### src/rtl/group_b_port_handshake_pkg.sv
// Shared PPI Group B types: operating mode, port direction and handshake state.
package ppi_pkg;

  typedef enum logic {
    MODE0 = 1'b0,
    MODE1 = 1'b1
  } mode_e;

  typedef enum logic {
    DIR_IN  = 1'b0,
    DIR_OUT = 1'b1
  } dir_e;

  typedef enum logic [1:0] {
    IDLE  = 2'd0,
    FULL  = 2'd1,
    ACKED = 2'd2
  } hs_state_e;

  localparam int SYNC_STAGES_DEF = 2;

endpackage

### src/rtl/group_b_port_handshake_if.sv
// Port B CPU/pin bundle; master is the CPU/pin side, slave is the Group B engine.
interface group_b_port_handshake_if;
  logic       cfg_wr;
  logic       cfg_mode_b;
  logic       cfg_dir_b;
  logic       inte_wr;
  logic       inte_val;
  logic       wr_b;
  logic       rd_b;
  logic [7:0] din;
  logic [7:0] dout;
  logic [7:0] pb_in;
  logic [7:0] pb_out;
  logic       pb_oe;
  logic       stb_ack_n;
  logic       pc1;
  logic       intr;

  modport master (
    output cfg_wr, cfg_mode_b, cfg_dir_b, inte_wr, inte_val, wr_b, rd_b, din,
    output pb_in, stb_ack_n,
    input  dout, pb_out, pb_oe, pc1, intr
  );

  modport slave (
    input  cfg_wr, cfg_mode_b, cfg_dir_b, inte_wr, inte_val, wr_b, rd_b, din,
    input  pb_in, stb_ack_n,
    output dout, pb_out, pb_oe, pc1, intr
  );
endinterface

### src/rtl/group_b_port_handshake_edge_sync.sv
// N-flop synchronizer for an idle-high async pin, with rise/fall pulses
// derived against a one-cycle-delayed copy of the synchronized level.
module ppi_edge_sync
  import ppi_pkg::*;
#(
  parameter int SYNC_STAGES = SYNC_STAGES_DEF
) (
  input  logic clk,
  input  logic rst_n,
  input  logic d,
  output logic rise,
  output logic fall
);

  logic [SYNC_STAGES-1:0] sync_p;
  logic                   prev_p;

  always_ff @(posedge clk or negedge rst_n) begin
    if (!rst_n) begin
      sync_p <= '1;
      prev_p <= 1'b1;
    end else begin
      sync_p <= {sync_p[SYNC_STAGES-2:0], d};
      prev_p <= sync_p[SYNC_STAGES-1];
    end
  end

  assign rise = sync_p[SYNC_STAGES-1] & ~prev_p;
  assign fall = ~sync_p[SYNC_STAGES-1] & prev_p;

endmodule

### src/rtl/group_b_port_handshake.sv
// Group B Port B datapath with mode-0 basic I/O and mode-1 strobed handshake
// (STB#/IBF for input, OBF#/ACK# for output) plus INTR_B generation.
module group_b_port_handshake
  import ppi_pkg::*;
#(
  parameter int SYNC_STAGES = SYNC_STAGES_DEF
) (
  input  logic                     clk,
  input  logic                     rst_n,
  group_b_port_handshake_if.slave  bus
);

  mode_e     mode_q, mode_d;
  dir_e      dir_q, dir_d;
  hs_state_e state_q, state_d;
  logic      inte_q, inte_d;
  logic      pc1_q, pc1_d;
  logic      intr_q, intr_d;
  logic [7:0] latch_q, latch_d;
  logic [7:0] pb_p [SYNC_STAGES];
  logic       sa_rise, sa_fall;

  ppi_edge_sync #(.SYNC_STAGES(SYNC_STAGES)) u_stb_ack_sync (
    .clk  (clk),
    .rst_n(rst_n),
    .d    (bus.stb_ack_n),
    .rise (sa_rise),
    .fall (sa_fall)
  );

  // Pin data pipeline matches the strobe synchronizer depth
  always_ff @(posedge clk or negedge rst_n) begin
    if (!rst_n) begin
      for (int i = 0; i < SYNC_STAGES; i++) pb_p[i] <= '0;
    end else begin
      pb_p[0] <= bus.pb_in;
      for (int i = 1; i < SYNC_STAGES; i++) pb_p[i] <= pb_p[i-1];
    end
  end

  always_ff @(posedge clk or negedge rst_n) begin
    if (!rst_n) begin
      mode_q  <= MODE0;
      dir_q   <= DIR_IN;
      state_q <= IDLE;
      inte_q  <= 1'b0;
      pc1_q   <= 1'b0;
      intr_q  <= 1'b0;
      latch_q <= '0;
    end else begin
      mode_q  <= mode_d;
      dir_q   <= dir_d;
      state_q <= state_d;
      inte_q  <= inte_d;
      pc1_q   <= pc1_d;
      intr_q  <= intr_d;
      latch_q <= latch_d;
    end
  end

  always_comb begin
    mode_d  = mode_q;
    dir_d   = dir_q;
    state_d = state_q;
    inte_d  = inte_q;
    pc1_d   = pc1_q;
    intr_d  = intr_q;
    latch_d = latch_q;
    if (bus.cfg_wr) begin
      mode_d  = mode_e'(bus.cfg_mode_b);
      dir_d   = dir_e'(bus.cfg_dir_b);
      state_d = IDLE;
      inte_d  = 1'b0;
      intr_d  = 1'b0;
      latch_d = '0;
      // OBF# idles high in mode-1 output; pc1 is unused (0) otherwise
      pc1_d   = bus.cfg_mode_b & bus.cfg_dir_b;
    end else begin
      if (mode_q == MODE0) begin
        if (dir_q == DIR_OUT && bus.wr_b) latch_d = bus.din;
      end else if (dir_q == DIR_IN) begin
        if (sa_fall) begin
          latch_d = pb_p[SYNC_STAGES-1];
          pc1_d   = 1'b1;
          state_d = FULL;
          if (bus.rd_b) intr_d = 1'b0;
        end else if (bus.rd_b) begin
          pc1_d   = 1'b0;
          intr_d  = 1'b0;
          state_d = IDLE;
        end
        if (sa_rise && pc1_q && !bus.rd_b && inte_q) intr_d = 1'b1;
      end else begin
        if (bus.wr_b) begin
          latch_d = bus.din;
          pc1_d   = 1'b0;
          intr_d  = 1'b0;
          state_d = FULL;
        end else if (sa_fall && state_q == FULL) begin
          pc1_d   = 1'b1;
          state_d = ACKED;
        end else if (sa_rise && state_q == ACKED) begin
          if (inte_q) intr_d = 1'b1;
          state_d = IDLE;
        end
      end
      // A cleared INTE_B masks any interrupt raised in the same cycle
      if (bus.inte_wr) begin
        inte_d = bus.inte_val;
        if (!bus.inte_val) intr_d = 1'b0;
      end
    end
  end

  assign bus.pb_oe  = (dir_q == DIR_OUT);
  assign bus.pb_out = (dir_q == DIR_OUT) ? latch_q : '0;
  assign bus.dout   = (mode_q == MODE0 && dir_q == DIR_IN) ? pb_p[SYNC_STAGES-1] : latch_q;
  assign bus.pc1    = pc1_q;
  assign bus.intr   = intr_q;

endmodule

### src/flat_wrapper.sv
// flat-port wrapper written by rule: the top's interface ports become plain ports
module group_b_port_handshake_flat import ppi_pkg::*;
#(
  parameter int SYNC_STAGES = SYNC_STAGES_DEF
)
  (clk, rst_n, bus_cfg_wr, bus_cfg_mode_b, bus_cfg_dir_b, bus_inte_wr, bus_inte_val, bus_wr_b, bus_rd_b, bus_din, bus_pb_in, bus_stb_ack_n, bus_dout, bus_pb_out, bus_pb_oe, bus_pc1, bus_intr);
  group_b_port_handshake_if bus_i ();
  input  logic clk;
  input  logic rst_n;
  input wire logic [$bits(bus_i.cfg_wr)-1:0] bus_cfg_wr;
  input wire logic [$bits(bus_i.cfg_mode_b)-1:0] bus_cfg_mode_b;
  input wire logic [$bits(bus_i.cfg_dir_b)-1:0] bus_cfg_dir_b;
  input wire logic [$bits(bus_i.inte_wr)-1:0] bus_inte_wr;
  input wire logic [$bits(bus_i.inte_val)-1:0] bus_inte_val;
  input wire logic [$bits(bus_i.wr_b)-1:0] bus_wr_b;
  input wire logic [$bits(bus_i.rd_b)-1:0] bus_rd_b;
  input wire logic [$bits(bus_i.din)-1:0] bus_din;
  input wire logic [$bits(bus_i.pb_in)-1:0] bus_pb_in;
  input wire logic [$bits(bus_i.stb_ack_n)-1:0] bus_stb_ack_n;
  output wire logic [$bits(bus_i.dout)-1:0] bus_dout;
  output wire logic [$bits(bus_i.pb_out)-1:0] bus_pb_out;
  output wire logic [$bits(bus_i.pb_oe)-1:0] bus_pb_oe;
  output wire logic [$bits(bus_i.pc1)-1:0] bus_pc1;
  output wire logic [$bits(bus_i.intr)-1:0] bus_intr;
  assign bus_i.cfg_wr = bus_cfg_wr;
  assign bus_i.cfg_mode_b = bus_cfg_mode_b;
  assign bus_i.cfg_dir_b = bus_cfg_dir_b;
  assign bus_i.inte_wr = bus_inte_wr;
  assign bus_i.inte_val = bus_inte_val;
  assign bus_i.wr_b = bus_wr_b;
  assign bus_i.rd_b = bus_rd_b;
  assign bus_i.din = bus_din;
  assign bus_i.pb_in = bus_pb_in;
  assign bus_i.stb_ack_n = bus_stb_ack_n;
  assign bus_dout = bus_i.dout;
  assign bus_pb_out = bus_i.pb_out;
  assign bus_pb_oe = bus_i.pb_oe;
  assign bus_pc1 = bus_i.pc1;
  assign bus_intr = bus_i.intr;
  group_b_port_handshake #(.SYNC_STAGES(SYNC_STAGES)) u_core (.clk(clk), .rst_n(rst_n), .bus(bus_i));
endmodule
### config.mk
export PLATFORM = sky130hd
export DESIGN_NAME = group_b_port_handshake_flat
export DESIGN_NICKNAME = d
export VERILOG_FILES = /design/src/rtl/group_b_port_handshake_pkg.sv /design/src/rtl/group_b_port_handshake_if.sv /design/src/rtl/group_b_port_handshake_edge_sync.sv /design/src/rtl/group_b_port_handshake.sv /design/src/flat_wrapper.sv
export SDC_FILE = /design/constraint.sdc
export NUM_CORES = 1
export LEC_CHECK = 0
export ABC_CLOCK_PERIOD_IN_PS = 1450
export CORE_MARGIN = 3
export CORE_UTILIZATION = 35
export CTS_BUF_LIST = sky130_fd_sc_hd__clkbuf_8
export DETAILED_ROUTE_END_ITERATION = 8
export GPL_TIMING_DRIVEN = 0
export SYNTH_ARGS = -nofsm -noshare
export SYNTH_HDL_FRONTEND = slang
export SYNTH_HIERARCHICAL = 1
export SYNTH_SLANG_ARGS = --single-unit
### constraint.sdc
create_clock -name clk -period 1.45 [get_ports clk]
set_clock_uncertainty 0.15 [all_clocks]
set_input_delay 0.2175 -clock clk [delete_from_list [all_inputs] [get_ports clk]]
set_output_delay 0.2175 -clock clk [all_outputs]
set_load 0.02 [all_outputs]
; ---- Yosys cells after proc, flatten, opt, wreduce, memory -nomap -nowiden
; Index checks and enable logic that the tools add are counted.
[word_totals]
out_inout_bits = 19
regBits = 34
word_cells = 75
inputBits = 26
[classes]
n_mux = 36
bitwise = 7
n_eq_ne = 6
n_reduce_logical = 15
[op_table]
columns = op, count
row1 = 2-to-1 mux 8 bit, 8
row2 = 2-to-1 mux 1 bit, 20
row3 = 2-to-1 mux 2 bit, 8
row4 = != test 4 bit (second input constant), 3
row5 = AND reduction 3 bit, 3
row6 = logical AND 1 bit, 7
row7 = != test 5 bit (second input constant), 1
row8 = NOT 1 bit, 4
row9 = nonzero test 2 bit, 2
row10 = nonzero test 4 bit, 1
row11 = bitwise AND 1 bit, 3
row12 = nonzero test 3 bit, 1
row13 = == test 2 x 1 -> 1 bit (second input constant), 1
row14 = == test 2 bit (second input constant), 1
row15 = zero test 1 bit, 1

; ---- Logic depth before layout (Yosys ltp)
[logic_depth]
depth_word = 11
ltp_mapped = 6
mapped_depth_nobuf = 5

; ---- Modules after synthesis
; The synthesis kept the hierarchy.
[by_module_without_submodules]
columns = module, cells_per_inst, instances, area_each_um2, seq_area_each_um2
row1 = group_b_port_handshake, 119, 1, 1406.3, 775.7
row2 = ppi_edge_sync, 5, 1, 93.8, 78.8

; ---- Worst setup path before layout
; OpenSTA, ideal clock, no wires.
[synth_timing]
kind = register to output
startpoint = register u_core.dir_q (netlist: u_core/bus.pb_oe)
endpoint = output bus_dout[0]
stages_incl_launch_ff = 4
required_time_ns = 1.082
path_slack_ns = -0.226
path_buffers = 1
t_arrival_ns = 1.308
path_cell_list = dfrtp_1 -> buf_6 -> nor2_2 -> mux2_2
[synth_between]
elab_chain_len = 3
[synth_rtl]
columns = item, line_no
row1 = from (decl), group_b_port_handshake.sv:14  ; dir_e dir_q, dir_d;
row2 = from (signal assigned), group_b_port_handshake.sv:52  ; dir_q <= dir_d;
row3 = NOT 1 bit, -
row4 = logical AND 1 bit, group_b_port_handshake.sv:117  ; assign bus.dout = (mode_q == MODE0 && dir_q == DIR_IN) ? pb_p[SYNC_STAGES-1] : latch_q;
row5 = 2-to-1 mux 8 bit, group_b_port_handshake.sv:117
row6 = to (decl), flat_wrapper.sv:20  ; output wire logic [$bits(bus_i.dout)-1:0] bus_dout;
; No other way between the ends.

; ---- Final worst setup path
[layout_timing]
startpoint = register u_core.mode_q
endpoint = output bus_dout[1]
[layout_between]
elab_chain_len = 3
[layout_rtl]
columns = item, line_no
row1 = from (decl), group_b_port_handshake.sv:13  ; mode_e mode_q, mode_d;
row2 = from (signal assigned), group_b_port_handshake.sv:51  ; mode_q <= mode_d;
row3 = NOT 1 bit, -
row4 = logical AND 1 bit, group_b_port_handshake.sv:117
row5 = 2-to-1 mux 8 bit, group_b_port_handshake.sv:117
; No other way between the ends.

==> qor.txt <==
Status - complete, but fails checks
Failing checks - setup timing
Hold Slack - 0.130 ns
Final Hold Violating Endpoints - 0
Crit Path Class - reg2out
Syn_nets - 150
Clk sinks - 34
Critical path fanouts, max - 6
Initial Util - 0.370
Hold-critical path depth - 2
GR Overflow Total - 0
Most frequent cells after synthesis - 31 x dfrtp_1, 14 x nand2_1, 10 x mux2_2
Final core occ - 0.620
Crit end category - output port
CP max stage delay - 0.38 ns
Largest net degree at the start of global routing - 35
Critical-path top delay cell - dfrtp_1
Cts bufs inserted - 5
RSZ-0062 raised after global routing - yes
Multiplexer share of the synthesized area - 0.135
Die height - 71.5 µm
Final Cycle Share - 1.30
Post-synthesis adder-cell area fraction - 0
Worst Slack Setup Final - -0.439 ns
WP buf/inv - 3
Avg Cell Area, Syn - 12.1 µm²
CTS clk-pin slew, worst paths - 0.07 ns
Layout area overhead - 67.6%
Detailed placer's ending HPWL - 2450 µm
Die area - 5110 µm²
Placement Cell Area - 2030 µm²
Placement Setup Slack - -0.678 ns
Netlist cell types - 31
Final Instance Area - 2510 µm²
Worst-Margin Slew - 0.795 ns
First-pass GRT wire length - 6270 µm
Peak supply drop - 0.000734 V
Sequential share of the synthesized area - 0.570
Initial antenna violation count - 0
Synthesis Warnings - 6
Crit path DAT - 1.52 ns
Final wirelength - 3870 µm
Cell Area, Synth - 1500 µm²
Rows - 23
Static Leak - 1.15 nW
Skew-Pair Late Insertion Delay - 0.29 ns
Pwr/cell area - 1020 nW/µm²
Worst reg2reg startpoint - u_core/u_stb_ack_sync/prev_p
Compound-Gate Fraction of Synth Area - 0.108
CTS Buffer Depth - 2
Hold path startpoint - bus_cfg_wr
CP top delay family - buffers and inverters
Synthesized flop and latch total - 34
Synth top area cells - dfrtp_1 52%, mux2_2 7.5%, mux2i_1 6.0%
DRT iter0 DRCs - 74
Endpoint, Worst Hold - u_core/latch_q[0]
Top_reg_cell synth - dfrtp_1
CP Launch Type - flip-flop
TritonRoute pass-1 iters - 4
Diode count - 0
Largest family of logic cells by synthesized area - simple AND/OR/NAND/NOR gates
Die X - 71.5 µm
Root Driver - clkbuf_8
Fmax - 529 MHz
Post-route antenna net violation count - 0
WP data required - 1.08 ns
Post-synth EDFFs - 0
Worst rel slew slack - 0.470
Cell with the most instances after synthesis - dfrtp_1
Final-report setup violation count - 28
Most frequent CP cell - buf_6
Asr flop ratio synth - 1.00
Port Buffers - 43
Htree depth - 2
Post-layout minimum cycle time - 1.89 ns
CP Cell Sequence - buf_6 > nor2_4 > buf_12 > mux2_4 > buf_6
Top cell type's share of synthesized area - 0.517
Post-Syn Instances - 124
Worst min path class - in2reg
Path depth of the worst reg2reg path - 5
CTS tree - done
Share of layout cells above drive strength 1 - 0.489
Xor/xnor share of the synthesized area - 0
R2R Path End - u_core/latch_q[6]
Wire per inst - 16.1 µm
Nets - 215
GP Congestion - 0.845
Vias - 1178
Avg Vias per Cell - 4.91
GRT Total Usage - 0.163
Core area - 4060 µm²
Simple-Gate Fraction of Synth Area - 0.147
MaxCap Viol Count - 0
R2r setup slk - -0.25 ns
Vias in the first global route - 1300
Critical Path Start - u_core/mode_q
Yosys top cell by area - dfrtp_1
DRC Markers - 0
Io pins - 45
Pins Over Slew Limit - 0
-- registers in the layout (all words and copies together) (netlist names) --
name	cells
u_core/pb_p	16
u_core/latch_q	8
u_core/state_q	2
u_core/u_stb_ack_sync/sync_p	2
u_core/bus.intr	1
u_core/bus.pb_oe	1
u_core/bus.pc1	1
u_core/inte_q	1
u_core/mode_q	1
u_core/u_stb_ack_sync/prev_p	1
-- worst max path at each step --
| stage | endpoint | slack, ns | cells past startpoint |
|---|---|---|---|
| finish | bus_dout[1] | -0.44 | 5 |
| global route | bus_dout[1] | -0.50 | 5 |
| CTS | bus_dout[1] | -0.46 | 5 |
| detailed placement | bus_dout[3] | -0.68 | 4 |
| global placement | u_core/bus.pb_oe | -0.78 | 1 |
| floorplan | bus_dout[0] | -0.11 | 3 |
-- timing repair --
| item | CTS | global route |
|---|---|---|
| gates resized for setup | 111 | 45 |
| hold endpoints to repair | 31 | 0 |
| cloned | 3 | 1 |
| setup endpoints to repair | 31 | 28 |
| buffers inserted | 8 | 3 |
| pin swaps | 12 | 10 |
| hold buffers | 1 | 0 |
-- layout make-up --
cell class                      count  area [µm²]
Sequential cell                    34         856
Inverter                            2        7.51
Multi-Input combinational cell     82         803
Timing Repair Buffer               58         629
Clock buffer                        6        82.6
Tap cell                           50        62.6
Buffer                              6        61.3
Fill cell                         312        1540
Clock inverter                      2        12.5
-- layout by cell type, fill, tap and decap left out, types with 2 or more instances in the layout --
| cell | netlist | routed |
|---|---|---|
| a21oi_1 | 5 | 4 |
| and2_4 | 0 | 8 |
| buf_12 | 0 | 2 |
| buf_2 | 1 | 2 |
| buf_4 | 1 | 4 |
| buf_6 | 3 | 24 |
| buf_8 | 0 | 3 |
| clkbuf_8 | 0 | 6 |
| clkdlybuf4s50_1 | 0 | 23 |
| dfrtp_1 | 31 | 30 |
| dfstp_2 | 3 | 3 |
| dlygate4sd2_1 | 0 | 3 |
| inv_1 | 2 | 2 |
| mux2_2 | 10 | 2 |
| mux2_4 | 0 | 8 |
| mux2i_1 | 9 | 7 |
| nand2_1 | 14 | 6 |
| nand2_2 | 0 | 5 |
| nand2_4 | 0 | 3 |
| nand2b_4 | 1 | 2 |
| nor2_1 | 4 | 3 |
| nor2_4 | 0 | 2 |
| nor3_1 | 2 | 2 |
| o21bai_1 | 2 | 2 |
| o31ai_1 | 9 | 5 |
| o31ai_4 | 0 | 4 |
-- per-stage QoR --
stage	instances	power [mW]	TNS (ns)
floorplan	124	1.38	-1.42
global placement	217	1.62	-33.99
detailed placement	217	1.63	-12.40
CTS	236	2.47	-8.33
global route	240	2.69	-8.95
finish	240	2.56	-7.46
-- metal layers --
metal / part of all wire / track usage / vias to the layer above
met3: 0.048 / 0.0547 / 9
met2: 0.52 / 0.280 / 32
met1: 0.41 / 0.189 / 573
met5: 0 / 0 / -
li1: - / - / 564
met4: 0.018 / 0.0585 / 0
-- power breakdown --
group	internal, mW	leakage (nW)	switching (mW)	total [mW]
Clock	0.381	0.0472	0.348	0.729
Sequential	1.02	0.411	0.0522	1.07
Combinational	0.428	0.691	0.330	0.757
-- logic make-up (layout without fill, tap and decap cells) --
logic type | Yosys count | in the layout
and+or+nand+nor | 40 | 41
muxes | 19 | 19
DFF | 34 | 34
AOI/OAI and AO/OA | 22 | 22
buffers and inverters | 9 | 74
(Power assumes the default switching activity.)
